### config.mk
export PLATFORM = sky130hd
export DESIGN_NAME = ibis_dvi_mem_arbiter
export DESIGN_NICKNAME = d
export VERILOG_FILES = /design/src/rtl/ibis_dvi_mem_pkg.sv /design/src/rtl/ibis_burst_watchdog.sv /design/src/rtl/ibis_dvi_mem_arbiter.sv
export SDC_FILE = /design/constraint.sdc
export NUM_CORES = 1
export LEC_CHECK = 0
export ABC_AREA = 1
export BUFFER_PORTS_ARGS = -buffer_cell sky130_fd_sc_hd__buf_2
export CAP_MARGIN = 25
export CORE_MARGIN = 8
export CORE_UTILIZATION = 50
export DETAILED_ROUTE_END_ITERATION = 6
export PLACE_DENSITY = 0.85
export SLEW_MARGIN = 30
export SYNTH_ARGS = -nofsm -noshare
export SYNTH_HDL_FRONTEND = slang
export SYNTH_SLANG_ARGS = --single-unit
### constraint.sdc
create_clock -name aclk -period 4.7 [get_ports aclk]
set_clock_uncertainty 0.15 [all_clocks]
set_input_delay 0.235 -clock aclk [delete_from_list [all_inputs] [get_ports aclk]]
set_output_delay 0.235 -clock aclk [all_outputs]
set_load 0.05 [all_outputs]
### src/rtl/ibis_dvi_mem_pkg.sv
// Shared types for the DVI/client burst-read memory arbiter.
// Holds the FSM and owner encodings plus the beat-counter sizing helper.
package ibis_dvi_mem_pkg;

    typedef enum logic [1:0] {
        IDLE  = 2'd0,
        ISSUE = 2'd1,
        BURST = 2'd2
    } arb_state_t;

    typedef enum logic {
        OWN_DISP = 1'b0,
        OWN_CPU  = 1'b1
    } owner_t;

    function automatic int beat_cnt_width(input int burst_len);
        return $clog2(burst_len);
    endfunction

endpackage

### src/rtl/ibis_burst_watchdog.sv
// Tracks one in-flight burst: counts beats and cycles and flags a burst that ends wrongly or stalls.
// done/timeout/proto_err are same-cycle pulses so the arbiter can leave BURST on that edge.
module ibis_burst_watchdog
    import ibis_dvi_mem_pkg::*;
#(
    parameter int BURST_LEN = 8,
    parameter int TIMEOUT   = 255
) (
    input  logic clk,
    input  logic rst,
    input  logic clear,
    input  logic active,
    input  logic beat,
    input  logic last,
    output logic done,
    output logic timeout,
    output logic proto_err
);

    localparam int BEAT_W = beat_cnt_width(BURST_LEN);
    localparam int WD_W   = $clog2(TIMEOUT + 1);

    logic [BEAT_W-1:0] beat_cnt;
    logic [WD_W-1:0]   wd_cnt;
    logic              final_beat;

    assign final_beat = (beat_cnt == BEAT_W'(BURST_LEN - 1));

    // A burst ends on rlast or on the final beat, whichever comes first; disagreement is an error.
    assign done      = active && beat && (last || final_beat);
    assign proto_err = active && beat && (last != final_beat);
    assign timeout   = active && !done && (wd_cnt == WD_W'(TIMEOUT - 1));

    always_ff @(posedge clk) begin
        if (rst || clear) begin
            beat_cnt <= '0;
            wd_cnt   <= '0;
        end else if (active) begin
            if (beat) begin
                beat_cnt <= beat_cnt + 1'b1;
            end
            wd_cnt <= wd_cnt + 1'b1;
        end
    end

endmodule

### src/rtl/ibis_dvi_mem_arbiter.sv
// Shares one burst-read memory port between the DVI line prefetcher and a general client.
// Urgent display wins outright; otherwise requesters alternate, one burst outstanding at a time.
module ibis_dvi_mem_arbiter
    import ibis_dvi_mem_pkg::*;
#(
    parameter int ADDR_W       = 24,
    parameter int LEVEL_W      = 8,
    parameter int URGENT_LEVEL = 16,
    parameter int BURST_LEN    = 8,
    parameter int TIMEOUT      = 255
) (
    input  logic               aclk,
    input  logic               areset,
    input  logic               enable,
    input  logic               disp_req,
    input  logic [ADDR_W-1:0]  disp_addr,
    input  logic [LEVEL_W-1:0] disp_level,
    output logic               disp_grant,
    output logic               disp_rvalid,
    input  logic               cpu_req,
    input  logic [ADDR_W-1:0]  cpu_addr,
    output logic               cpu_grant,
    output logic               cpu_rvalid,
    output logic               mem_req,
    output logic [ADDR_W-1:0]  mem_addr,
    input  logic               mem_ack,
    input  logic               mem_rvalid,
    input  logic               mem_rlast,
    output logic               err_timeout,
    output logic               err_protocol,
    output logic               busy,
    output arb_state_t         dbg_state
);

    arb_state_t state, state_next;
    owner_t     owner, rr_ptr, winner;
    logic       urgent, start, accept, in_burst;
    logic       wd_done, wd_timeout, wd_proto;

    assign urgent   = disp_req && (disp_level < LEVEL_W'(URGENT_LEVEL));
    assign in_burst = (state == BURST);

    always_comb begin
        winner = rr_ptr;
        if (urgent || (disp_req && !cpu_req)) begin
            winner = OWN_DISP;
        end else if (cpu_req && !disp_req) begin
            winner = OWN_CPU;
        end
    end

    always_comb begin
        state_next = state;
        start      = 1'b0;
        accept     = 1'b0;
        case (state)
            IDLE: begin
                if (enable && (disp_req || cpu_req)) begin
                    start      = 1'b1;
                    state_next = ISSUE;
                end
            end
            ISSUE: begin
                if (mem_req && mem_ack) begin
                    accept     = 1'b1;
                    state_next = BURST;
                end
            end
            BURST: begin
                if (wd_done || wd_timeout) begin
                    state_next = IDLE;
                end
            end
            default: state_next = IDLE;
        endcase
    end

    always_ff @(posedge aclk) begin
        if (areset) begin
            state <= IDLE;
        end else begin
            state <= state_next;
        end
    end

    always_ff @(posedge aclk) begin
        if (areset) begin
            mem_req      <= 1'b0;
            mem_addr     <= '0;
            owner        <= OWN_DISP;
            rr_ptr       <= OWN_DISP;
            disp_grant   <= 1'b0;
            cpu_grant    <= 1'b0;
            err_timeout  <= 1'b0;
            err_protocol <= 1'b0;
        end else begin
            disp_grant <= accept && (owner == OWN_DISP);
            cpu_grant  <= accept && (owner == OWN_CPU);
            if (start) begin
                owner    <= winner;
                rr_ptr   <= (winner == OWN_DISP) ? OWN_CPU : OWN_DISP;
                mem_addr <= (winner == OWN_DISP) ? disp_addr : cpu_addr;
                mem_req  <= 1'b1;
            end
            if (accept) begin
                mem_req <= 1'b0;
            end
            if (wd_timeout) begin
                err_timeout <= 1'b1;
            end
            // Beats outside BURST (stray or post-timeout) are never routed, only flagged.
            if (wd_proto || (mem_rvalid && !in_burst)) begin
                err_protocol <= 1'b1;
            end
        end
    end

    assign disp_rvalid = mem_rvalid && in_burst && (owner == OWN_DISP);
    assign cpu_rvalid  = mem_rvalid && in_burst && (owner == OWN_CPU);
    assign busy        = (state != IDLE);
    assign dbg_state   = state;

    ibis_burst_watchdog #(
        .BURST_LEN (BURST_LEN),
        .TIMEOUT   (TIMEOUT)
    ) u_watchdog (
        .clk       (aclk),
        .rst       (areset),
        .clear     (accept),
        .active    (in_burst),
        .beat      (mem_rvalid),
        .last      (mem_rlast),
        .done      (wd_done),
        .timeout   (wd_timeout),
        .proto_err (wd_proto)
    );

endmodule

==> reports/metrics.yaml, run 1 <==
outcome: "finished clean"
grt_pass1_vias: 2094
synth-compound-area-share: 0.0569
drive_gt1_frac: 0.276
synth_top_family_by_area: "simple AND/OR/NAND/NOR gates"
clk_latency_ns: 0.29
synth_edf_count: 0
slew_headroom: 0.495
fin_area_um2: 2720
syn_avg_cell_area_um2: 7.06
dr_total_vias: 2272
synth_mux_area_frac: 0
hpwl_mm: 4.29
synth_fa_ha_area_frac: 0.0291
track_usage: 0.178
r2r_setup_slack_ns: 2.64
setup_viol: 0
slew_viol_final: 0
arrival_ns: 2.09
root_buffer: "clkbuf_8"
synth_flop_cell: "dfxtp_1"
antenna_found_initial: 0
yosys_warnings: 0
crit_path_cell_trace: "o21bai_4 > nand2_2 > nand3_1 > nand3_1 > nand2_1 > inv_1"
netlist_top_cells_area: "dfxtp_1, nand3_1, nand2_1"
cts.path.max_buffers: 2
coreArea_um2: 4260
initial_core_util: 0.505
fin_nets: 460
setup.worst_path.class: "flop to flop"
synth_area_leader_cell: "dfxtp_1"
tightest_slew_ns: 0.753
drt-wirelength-per-cell_um: 13.5
ys_seq_area_frac: 0.409
max_cap_viol_count: 0
end_kind: "flop"
drtIter0Drc: 129
die_w_um: 81.6
max_freq_mhz: 486
p_leak_nw: 1.50
period_minus_slack_ns: 2.06
post-cts-setup-buffers: 0
cp_max_fo: 26
die_h_um: 81.6
synth-simple-area-share: 0.374
postCtsHoldBufs: 0
gp_congestion: 0.798
grt_first_pass_wirelength_mm: 9.60
synthArstFlopShare: 0
numCtsBuffers: 5
drc: 0
drt_wl_total_mm: 5.98
synth_xor_area_frac: 0.0122
synth_cell_types: 28
p_per_area_nw_per_um2: 309
drt_pass1_iterations: 4
worstSetupStartpointType: "flop"
syn_area_um2: 2150
cts.sinks: 44
cts_resized: 0
synth.top_cell.area_share: 0.409
finalPower_w: 0.000840
hold_violations: 0
ys_ff_latch: 44
grt_max_degree: 52
setup_tns_ns: 0
slowest_stage: "o21bai_4"
fin_crit_sh: 0.438
ant_nets: 0
rsz0062_at_grt: "no"
die_area_um2: 6660
syn_nets: 374
cts_tree: "done"
cp_slowest_stage_delay_ns: 0.56
port_buffers: 93
irDropWorstVdd_v: 0.000200
cp.required_ns: 4.73
path_common_cell: "nand3_1"
num_io_pins: 98
rows: 24
hp-class: "input pin to flop"
placed_area_um2: 2610
overflow: 0
clk_pin_slew_worst_paths_ns: 0.08
via_per_inst: 5.13
syn_inst: 305
area_growth_pct: 26.1
h-tree-depth: 2
n_antenna_cell: 0
[metal layers]
layer | track usage | part of all wire | wire length [µm]
met4 | 0.0596 | 0.0097 | 58
met3 | 0.0514 | 0.12 | 715
met2 | 0.303 | 0.47 | 2820
met1 | 0.210 | 0.40 | 2380
met5 | 0 | 0 | 0
[power breakdown]
part,switching [W],internal [W]
clock,0.000118,0.000101
sequential,0.0000112,0.000393
combinational,0.000153,0.0000642
[layout by cell type (no fill, tap or decap), types with 2 or more instances in the layout]
| master | instances |
|---|---|
| clkinv_1 | 2 |
| a21oi_1 | 8 |
| nor2_1 | 26 |
| nor3_1 | 3 |
| buf_2 | 93 |
| nand2_1 | 62 |
| dfxtp_1 | 44 |
| clkbuf_8 | 5 |
| inv_1 | 41 |
| nand3_1 | 52 |
| o21ai_0 | 7 |
| nand4_1 | 25 |
| xnor2_1 | 2 |
| nand2_2 | 2 |
| ha_1 | 5 |
[layout make-up]
cell class	count	area (µm²)
multi-input cells	202	1030
clock inverters	1	5.00
fillers	396	1550
well taps	52	65.1
flip-flops and latches	44	881
repair buffers	94	493
clock buffers	6	72.6
inverters	44	165
[metrics by stage]
stage / setup WS (ns) / cells / hold WS, ns / utilization
after global placement: 2.28 / 435 / 0.288 / 0.608
after global routing: 2.45 / 443 / 0.0404 / 0.637
after floorplan: 2.54 / 305 / 0.154 / -
final: 2.64 / 443 / 0.0418 / 0.637
after CTS: 2.53 / 442 / 0.0349 / 0.630
after detailed placement: 2.53 / 435 / 0.291 / 0.612
[final timing paths]
path                startpoint            to  cells past startpoint
setup / recovery        rr_ptr  mem_addr[19]                      6
hold / removal          areset  err_protocol                      2
setup reg to reg        rr_ptr  mem_addr[19]                      6
hold reg to reg   err_protocol  err_protocol                      2
[cells in the mapped netlist (all sizes together), types with 2 or more instances]
cell type and number:
a21oi 8, buf 14, clkinv 2, dfxtp 44, ha 5, inv 42
nand2 64, nand3 52, nand4 25, nor2 28, nor3 3, o21ai 7
xnor2 2
[worst max-delay path, delay by kind of cell (launching register included)]
kind | cells | cell delay (ns)
AOI/OAI and AO/OA | 1 | 0.56
buffers and inverters | 1 | 0.05
DFF | 1 | 0.35
and+or+nand+nor | 4 | 0.82
[state kept, by name (all words and copies together) (netlist names)]
| name | cells |
|---|---|
| err_timeout | 1 |
| cpu_grant | 1 |
| mem_req | 1 |
| rr_ptr | 1 |
| dbg_state | 2 |
| disp_grant | 1 |
| owner | 1 |
| u_watchdog.beat_cnt | 3 |
| mem_addr | 24 |
| err_protocol | 1 |
| u_watchdog.wd_cnt | 8 |
[cells by family (layout without fill, tap and decap cells)]
family / after synthesis / count (layout)
buffers and inverters: 59 / 145
adders and majority gates: 5 / 5
xor gates and xnor gates: 3 / 3
and+or+nand+nor: 174 / 174
AOI/OAI and AO/OA: 20 / 20
DFF: 44 / 44
Note: power is estimated with default switching activity, not from simulation.
==> run 2, diff against run 1 <==
--- a/config.mk
+++ b/config.mk
@@ -5,13 +5,13 @@
 export SDC_FILE = /design/constraint.sdc
 export NUM_CORES = 1
 export LEC_CHECK = 0
-export ABC_AREA = 1
+export ABC_AREA = 0
 export BUFFER_PORTS_ARGS = -buffer_cell sky130_fd_sc_hd__buf_2
 export CAP_MARGIN = 25
 export CORE_MARGIN = 8
-export CORE_UTILIZATION = 50
+export CORE_UTILIZATION = 42
 export DETAILED_ROUTE_END_ITERATION = 6
-export PLACE_DENSITY = 0.85
+export PLACE_DENSITY = 0.77
 export SLEW_MARGIN = 30
 export SYNTH_ARGS = -nofsm -noshare
 export SYNTH_HDL_FRONTEND = slang
==> constraint.sdc (replaced) <==
create_clock -name aclk -period 1.8 [get_ports aclk]
set_clock_uncertainty 0.15 [all_clocks]
set_input_delay 0.09 -clock aclk [delete_from_list [all_inputs] [get_ports aclk]]
set_output_delay 0.09 -clock aclk [all_outputs]
set_load 0.05 [all_outputs]
==> run 2 against run 1 <==
Highest routed layer unchanged. Total power grew to 2.9 times the previous value. Sequential power grew to 2.7 times the previous value. Sequential share of layout area is 5.5 points lower. Worst setup slack worse by 2.6 ns. Critical path depth is 2 lower. Utilization is 1.7 points higher. Hold slack worse by 0.0050 ns. Synthesized cell count is 21% lower. Synthesized area stayed put. Via count is 4.6% higher. Critical path type unchanged. Final cell count is 2.9% higher.
==> reports/metrics.yaml, run 2 <==
outcome: "finished clean"
syn_area_um2: 2150  # unchanged
max_freq_mhz: 575  # +18%
numCtsBuffers: 5  # unchanged
fin_crit_sh: 0.966  # +0.528
crit_path_cell_trace: "or3b_1 > buf_4 > a211oi_1 > o221a_1"
drt_wl_total_mm: 7.23  # +21%
yosys_warnings: 0  # unchanged
worstSetupStartpointType: "flop"
slew_headroom: 0.714  # +0.219
netlist_top_cells_area: "dfxtp_1, o221a_1, a211oi_1"
tightest_slew_ns: 0.428  # -0.326 ns
track_usage: 0.200  # +0.0217
via_per_inst: 5.21  # +1.6%
final_util: 0.654  # +0.0174
grt_pass1_vias: 2558  # +22%
syn_avg_cell_area_um2: 8.90  # +26%
largest-register: "mem_addr"
clk_pin_slew_worst_paths_ns: 0.09  # about the same
synth_flop_cell: "dfxtp_1"
p_leak_nw: 1.44  # -3.9%
dr_total_vias: 2377  # +4.6%
num_io_pins: 98  # unchanged
synthArstFlopShare: 0  # unchanged
rows: 26  # +8.3%
fin_area_um2: 3300  # +21%
arrival_ns: 1.83  # -0.26 ns
end_kind: "flop"
slew_viol_final: 0  # unchanged
h-tree-depth: 2  # unchanged
root_buffer: "clkbuf_8"
drt_pass1_iterations: 5  # +1
hold_depth: 2  # unchanged
ys_ff_latch: 44  # unchanged
synthTopCellsByCount: "dfxtp_1, inv_1, nor3_1"
syn_inst: 242  # -21%
yosysMostFrequentCell: "dfxtp_1"
hpwl_mm: 4.62  # +7.7%
die_area_um2: 7670  # +15%
final_cell_mix: "buf_2, dlygate4sd3_1, dfxtp_1"
ys_seq_area_frac: 0.409  # unchanged
die_h_um: 87.6  # +7.3%
rsz0062_at_grt: "no"
initial_core_util: 0.427  # -0.0779
area_growth_pct: 53.2
layout_commonest_cell: "buf_2"
synth.top_cell.area_share: 0.409  # unchanged
coreArea_um2: 5040  # +18%
synth_cell_types: 36  # +29%
fin_nets: 454  # -1.3%
grt_max_degree: 25  # -52%
cp_max_fo: 19  # -27%
cts.path.max_buffers: 2  # unchanged
hold_violations: 0  # unchanged
hp-class: "input pin to flop"
cp.required_ns: 1.89  # -2.84 ns
period_minus_slack_ns: 1.74  # -0.319 ns
n_antenna_cell: 0  # unchanged
drive_gt1_frac: 0.316  # +0.0398
ant_nets: 0  # unchanged
whs_ns: 0.0368  # -0.00497 ns
cp_slowest_stage_delay_ns: 0.43  # -0.13 ns
syn_nets: 311  # -17%
placed_area_um2: 2700  # +3.5%
grt_first_pass_wirelength_mm: 12.1  # +26%
p_per_area_nw_per_um2: 730  # +140%
largestRegisters: "mem_addr (24), u_watchdog.wd_cnt (8), u_watchdog.beat_cnt (3)"
setup_viol: 0  # unchanged
drtIter0Drc: 94  # -27%
irDropWorstVdd_v: 0.000386  # +93%
gp_congestion: 0.754  # -5.5%
dpl.cell_count: 398  # -8.5%
die_w_um: 87.6  # +7.3%
port_buffers: 93  # unchanged
reg2reg_depth: 4  # -2
clk_latency_ns: 0.29  # about the same
max_cap_viol_count: 0  # unchanged
cts.sinks: 44  # unchanged
setup.worst_path.class: "flop to flop"
largest_reg_flops: 24  # unchanged
slowest_stage: "or3b_1"
drc: 0  # unchanged
antenna_found_initial: 0  # unchanged
synth_area_leader_cell: "dfxtp_1"
cts_tree: "done"
overflow: 0  # unchanged
drt-wirelength-per-cell_um: 15.9  # +18%
stdcell_count: 456  # +2.9%
synth_edf_count: 0  # unchanged
[run 2: layout make-up]
| type | count | area [µm²] |
|---|---|---|
| Tap cell | 70 | 87.6 |
| Inverter | 33 | 124 |
| Multi-Input combinational cell | 146 | 1050 |
| Fill cell | 418 | 1740 |
| Clock buffer | 6 | 82.6 |
| Clock inverter | 2 | 10.0 |
| Sequential cell | 44 | 888 |
| Timing Repair Buffer | 155 | 1060 |
[run 2: report_power, final]
part / internal (W) / switching [W] / leakage [nW] / total (W)
registers: 0.00103 / 0.0000456 / 0.362 / 0.00108
clock network: 0.000307 / 0.000335 / 0.0510 / 0.000642
logic: 0.000270 / 0.000417 / 1.02 / 0.000687
total: 0.00161 / 0.000797 / 1.44 / 0.00241
[run 2: final timing paths]
check	slack [ns]	startpoint	endpoint
max	0.06	dbg_state[1]	mem_addr[18]
max reg2reg	0.06	dbg_state[1]	mem_addr[18]
min	0.04	areset	err_protocol
min reg2reg	0.30	err_protocol	err_protocol
[run 2: through the flow]
stage               power (W)  TNS (ns)  worst slack [ns]
global placement      0.00169         0             0.111
detailed placement    0.00170         0            0.0988
CTS                   0.00242         0            0.0741
finish                0.00241         0            0.0619
global route          0.00254         0           0.00923
floorplan             0.00151     -2.68            -0.129
[run 2: worst max-delay path: cells and delay by family (launching register included)]
kind                   cells  cell delay, ns
flip-flops                 1            0.34
buffers and inverters      1            0.23
AO/OA/AOI/OAI              2            0.54
AND/OR/NAND/NOR            1            0.43
[run 2: cells by family after synthesis]
logic type	Yosys count	synth area share
AO/OA/AOI/OAI	74	0.286
adder cells (fa/ha/maj)	5	0.0291
buffers and inverters	52	0.106
AND/OR/NAND/NOR	64	0.158
flip-flops	44	0.409
XOR/XNOR	3	0.0122
[run 2: what timing repair did]
item	in CTS	in global routing
gates resized for setup	0	1
hold endpoints to repair	29	0
setup buffers	0	0
hold buffers	50	0
endpoints found under the setup margin	0	1
[run 2: metal layers]
layer,vias to the layer above,global-route usage,part of all wire
met2,75,0.345,0.51
met5,-,0,0
met1,1108,0.213,0.40
met4,0,0.0828,0.024
met3,16,0.0769,0.075
li1,1178,-,-
==> run 3, diff against run 2 <==
--- a/config.mk
+++ b/config.mk
@@ -9,10 +9,11 @@
 export BUFFER_PORTS_ARGS = -buffer_cell sky130_fd_sc_hd__buf_2
 export CAP_MARGIN = 25
 export CORE_MARGIN = 8
-export CORE_UTILIZATION = 42
+export CORE_UTILIZATION = 41
 export DETAILED_ROUTE_END_ITERATION = 6
-export PLACE_DENSITY = 0.77
+export PLACE_DENSITY = 0.76
 export SLEW_MARGIN = 30
 export SYNTH_ARGS = -nofsm -noshare
 export SYNTH_HDL_FRONTEND = slang
+export SYNTH_HIERARCHICAL = 1
 export SYNTH_SLANG_ARGS = --single-unit
==> run 3 against run 2 <==
Clock power rose by 14%. Register-to-register slack improved by 0.02 ns. Via count down 5.9%. Highest routed layer unchanged. Largest cell class is now multi-input combinational cells. Global-route usage shrank 2.8 points. Synthesized cell count fell by 8.3%. Total power fell by 1.2%. Critical endpoint is now mem_addr[9]. Largest power group unchanged.
==> reports/metrics.yaml, run 3 <==
outcome: "finished clean"
cp.required_ns: 1.88  # about the same
clkPwrFrac: 0.309  # +0.042
initial_core_util: 0.428  # +0.00137
end_kind: "flop"
num_io_pins: 98  # unchanged
grt_pass1_vias: 2177  # -15%
track_usage: 0.171  # -0.0283
placed_area_um2: 2620  # -2.8%
n_antenna_cell: 0  # unchanged
hpwl_mm: 4.65  # +0.69%
die_area_um2: 7480  # -2.5%
hp-class: "input pin to flop"
cts_tree: "done"
slew_viol_final: 0  # unchanged
die_h_um: 86.5  # -1.3%
max_cap_viol_count: 0  # unchanged
rsz0062_at_grt: "yes"
cts.sinks: 44  # unchanged
yosysMostFrequentCell: "dfxtp_1"
switching_share: 0.304  # -0.0268
setup_viol: 0  # unchanged
die_w_um: 86.5  # -1.3%
cp_slowest_stage_delay_ns: 0.52  # +0.09 ns
arrival_ns: 1.82  # about the same
grt_first_pass_wirelength_mm: 10.5  # -13%
synth_cell_types: 32  # -11%
drt_pass1_iterations: 4  # -1
gp_congestion: 0.821  # +8.8%
syn_avg_cell_area_um2: 9.18  # +3.1%
clk_pin_slew_worst_paths_ns: 0.07  # -0.02 ns
fin_area_um2: 3100  # -6.0%
synthArstFlopShare: 0  # unchanged
drt_wl_total_mm: 6.82  # -5.7%
slew_headroom: 0.768  # +0.0543
area_growth_pct: 52.1
synth_area_leader_cell: "dfxtp_1"
regArea_um2: 887  # -0.14%
grt_max_degree: 25  # unchanged
wl_met1_mm: 2.92  # +2.1%
drtIter0Drc: 156  # +66%
netlist_top_cells_area: "dfxtp_1, a221o_1, a211oi_1"
synth_edf_count: 0  # unchanged
root_buffer: "clkbuf_8"
port_buffers: 93  # unchanged
layout_commonest_cell: "buf_2"
synth.top_cell.area_share: 0.432  # +0.0234
tightest_slew_ns: 0.346  # -0.0816 ns
period_minus_slack_ns: 1.74  # +0.00226 ns
crit_path_cell_trace: "dlygate4sd3_1 > buf_2 > or4b_1 > buf_6 > a211oi_1 > a221o_1"
multi_input_area_um2: 1060  # +1.3%
ys_seq_area_frac: 0.432  # +0.0234
cts.path.max_buffers: 2  # unchanged
fin_nets: 419  # -7.7%
setup.worst_path.class: "input pin to flop"
largest-register: "mem_addr"
drive_gt1_frac: 0.385  # +0.0686
place_ws_ns: 0.0252  # -0.0736 ns
coreArea_um2: 4750  # -5.7%
met2_length_mm: 3.22  # -12%
p_leak_nw: 1.41  # -2.1%
largestRegisters: "mem_addr (24), u_watchdog/wd_cnt (8), u_watchdog/beat_cnt (3)"
highest-signal-layer: "met4"
switchingPower_w: 0.000724  # -9.2%
fillCellCount: 379  # -9.3%
clk_latency_ns: 0.29  # about the same
syn_area_um2: 2040  # -5.4%
dr_wl_met3_um: 585  # +8.3%
irDropWorstVdd_v: 0.000483  # +25%
numCtsBuffers: 5  # unchanged
max_freq_mhz: 575  # -0.13%
ant_nets: 0  # unchanged
fin_crit_sh: 0.967  # +0.00126
layout_setup_ws_ns: 0.0596  # -0.00226 ns
rows: 25  # -3.8%
drt-wirelength-per-cell_um: 16.3  # +2.9%
largest_reg_flops: 24  # unchanged
drc: 0  # unchanged
dr_total_vias: 2236  # -5.9%
syn_inst: 222  # -8.3%
via_per_inst: 5.35  # +2.6%
overflow: 0  # unchanged
antenna_found_initial: 0  # unchanged
final_cell_mix: "buf_2, dfxtp_1, nand2_1"
whs_ns: 0.0247  # -0.0121 ns
h-tree-depth: 2  # unchanged
yosys_warnings: 6  # +6
ys_ff_latch: 44  # unchanged
syn_nets: 291  # -6.4%
synth_flop_cell: "dfxtp_1"
combPwrFrac: 0.246  # -0.039
synthTopCellsByCount: "dfxtp_1, nand2_1, a211oi_1"
p_int_w: 0.00165  # +2.7%
slowest_stage: "dlygate4sd3_1"
cp_max_fo: 24  # +5
seq_power_share: 0.446  # -0.002
hold_violations: 0  # unchanged
p_per_area_nw_per_um2: 767  # +5.1%
worstSetupStartpointType: "input pin"
-- run 3: cell count changes after synthesis, sizes merged, moves of 3 or more --
cell,change
nand2,+25
inv,-25
nor2,+4
o21ai,-3
nand4,+4
clkbuf,-4
o221a,-24
xor2,+3
buf,+3
nor3,-22
a221o,+24
-- run 3: final cells by class --
class / instances / area share
multi-input combinational: 152 / 0.343
timing repair buffer: 139 / 0.298
sequential: 44 / 0.286
tap: 67 / 0.0270
clock buffer: 6 / 0.0234
clock inverter: 2 / 0.0113
inverter: 8 / 0.0105
-- run 3: cells by family after synthesis --
family | share of synthesized area
AO/OA/AOI/OAI | 0.278
adder cells (fa/ha/maj) | 0.0307
buffers and inverters | 0.0608
flip-flops | 0.432
AND/OR/NAND/NOR | 0.177
XOR/XNOR | 0.0215
-- run 3: power groups by stage --
stage	sequential (W)	clock [W]	combinational, W
3_5_place_dp	0.00108	0	0.000519
4_1_cts	0.00106	0.000758	0.000572
5_1_grt	0.00107	0.000795	0.000617
3_3_place_gp	0.00108	0	0.000517
2_1_floorplan	0.00125	0	0.000170
6_report	0.00106	0.000734	0.000584
-- run 3: per-stage QoR --
step | TNS [ns] | std cells | total power (W) | util
after floorplan | 0 | 222 | 0.00142 | -
after detailed placement | 0 | 377 | 0.00160 | 0.552
after global placement | 0 | 377 | 0.00160 | 0.552
after global routing | -0.0167 | 418 | 0.00248 | 0.652
final | 0 | 418 | 0.00238 | 0.652
after CTS | 0 | 414 | 0.00239 | 0.637
-- run 3: final timing paths --
| check | from | to | slack (ns) | cells past startpoint |
|---|---|---|---|---|
| setup reg to reg | dbg_state[1] | mem_addr[9] | 0.08 | 4 |
| hold reg to reg | u_watchdog/beat_cnt[2] | u_watchdog/beat_cnt[2] | 0.32 | 2 |
| hold / removal | disp_level[7] | rr_ptr | 0.02 | 4 |
| setup / recovery | areset | mem_addr[9] | 0.06 | 6 |
-- run 3: metal layers --
metal  up-vias  track usage
li1       1096            -
met1      1038        0.207
met2        92        0.279
met3        10       0.0539
met4         0       0.0579
met5         -            0
-- run 3: timing repair --
action                                  4_1_cts  5_1_grt
pin swaps                                     0        2
hold buffers                                 29        0
resized for setup                             4       10
cloned                                        0        0
setup buffers                                 0        4
hold endpoints to repair                     33        0
endpoints found under the setup margin        2       15
-- run 3: worst max-delay path, delay by kind of cell --
| kind | cells | cell delay, ns |
|---|---|---|
| compound gates | 2 | 0.38 |
| simple gates | 1 | 0.49 |
| buf+inv | 3 | 0.84 |
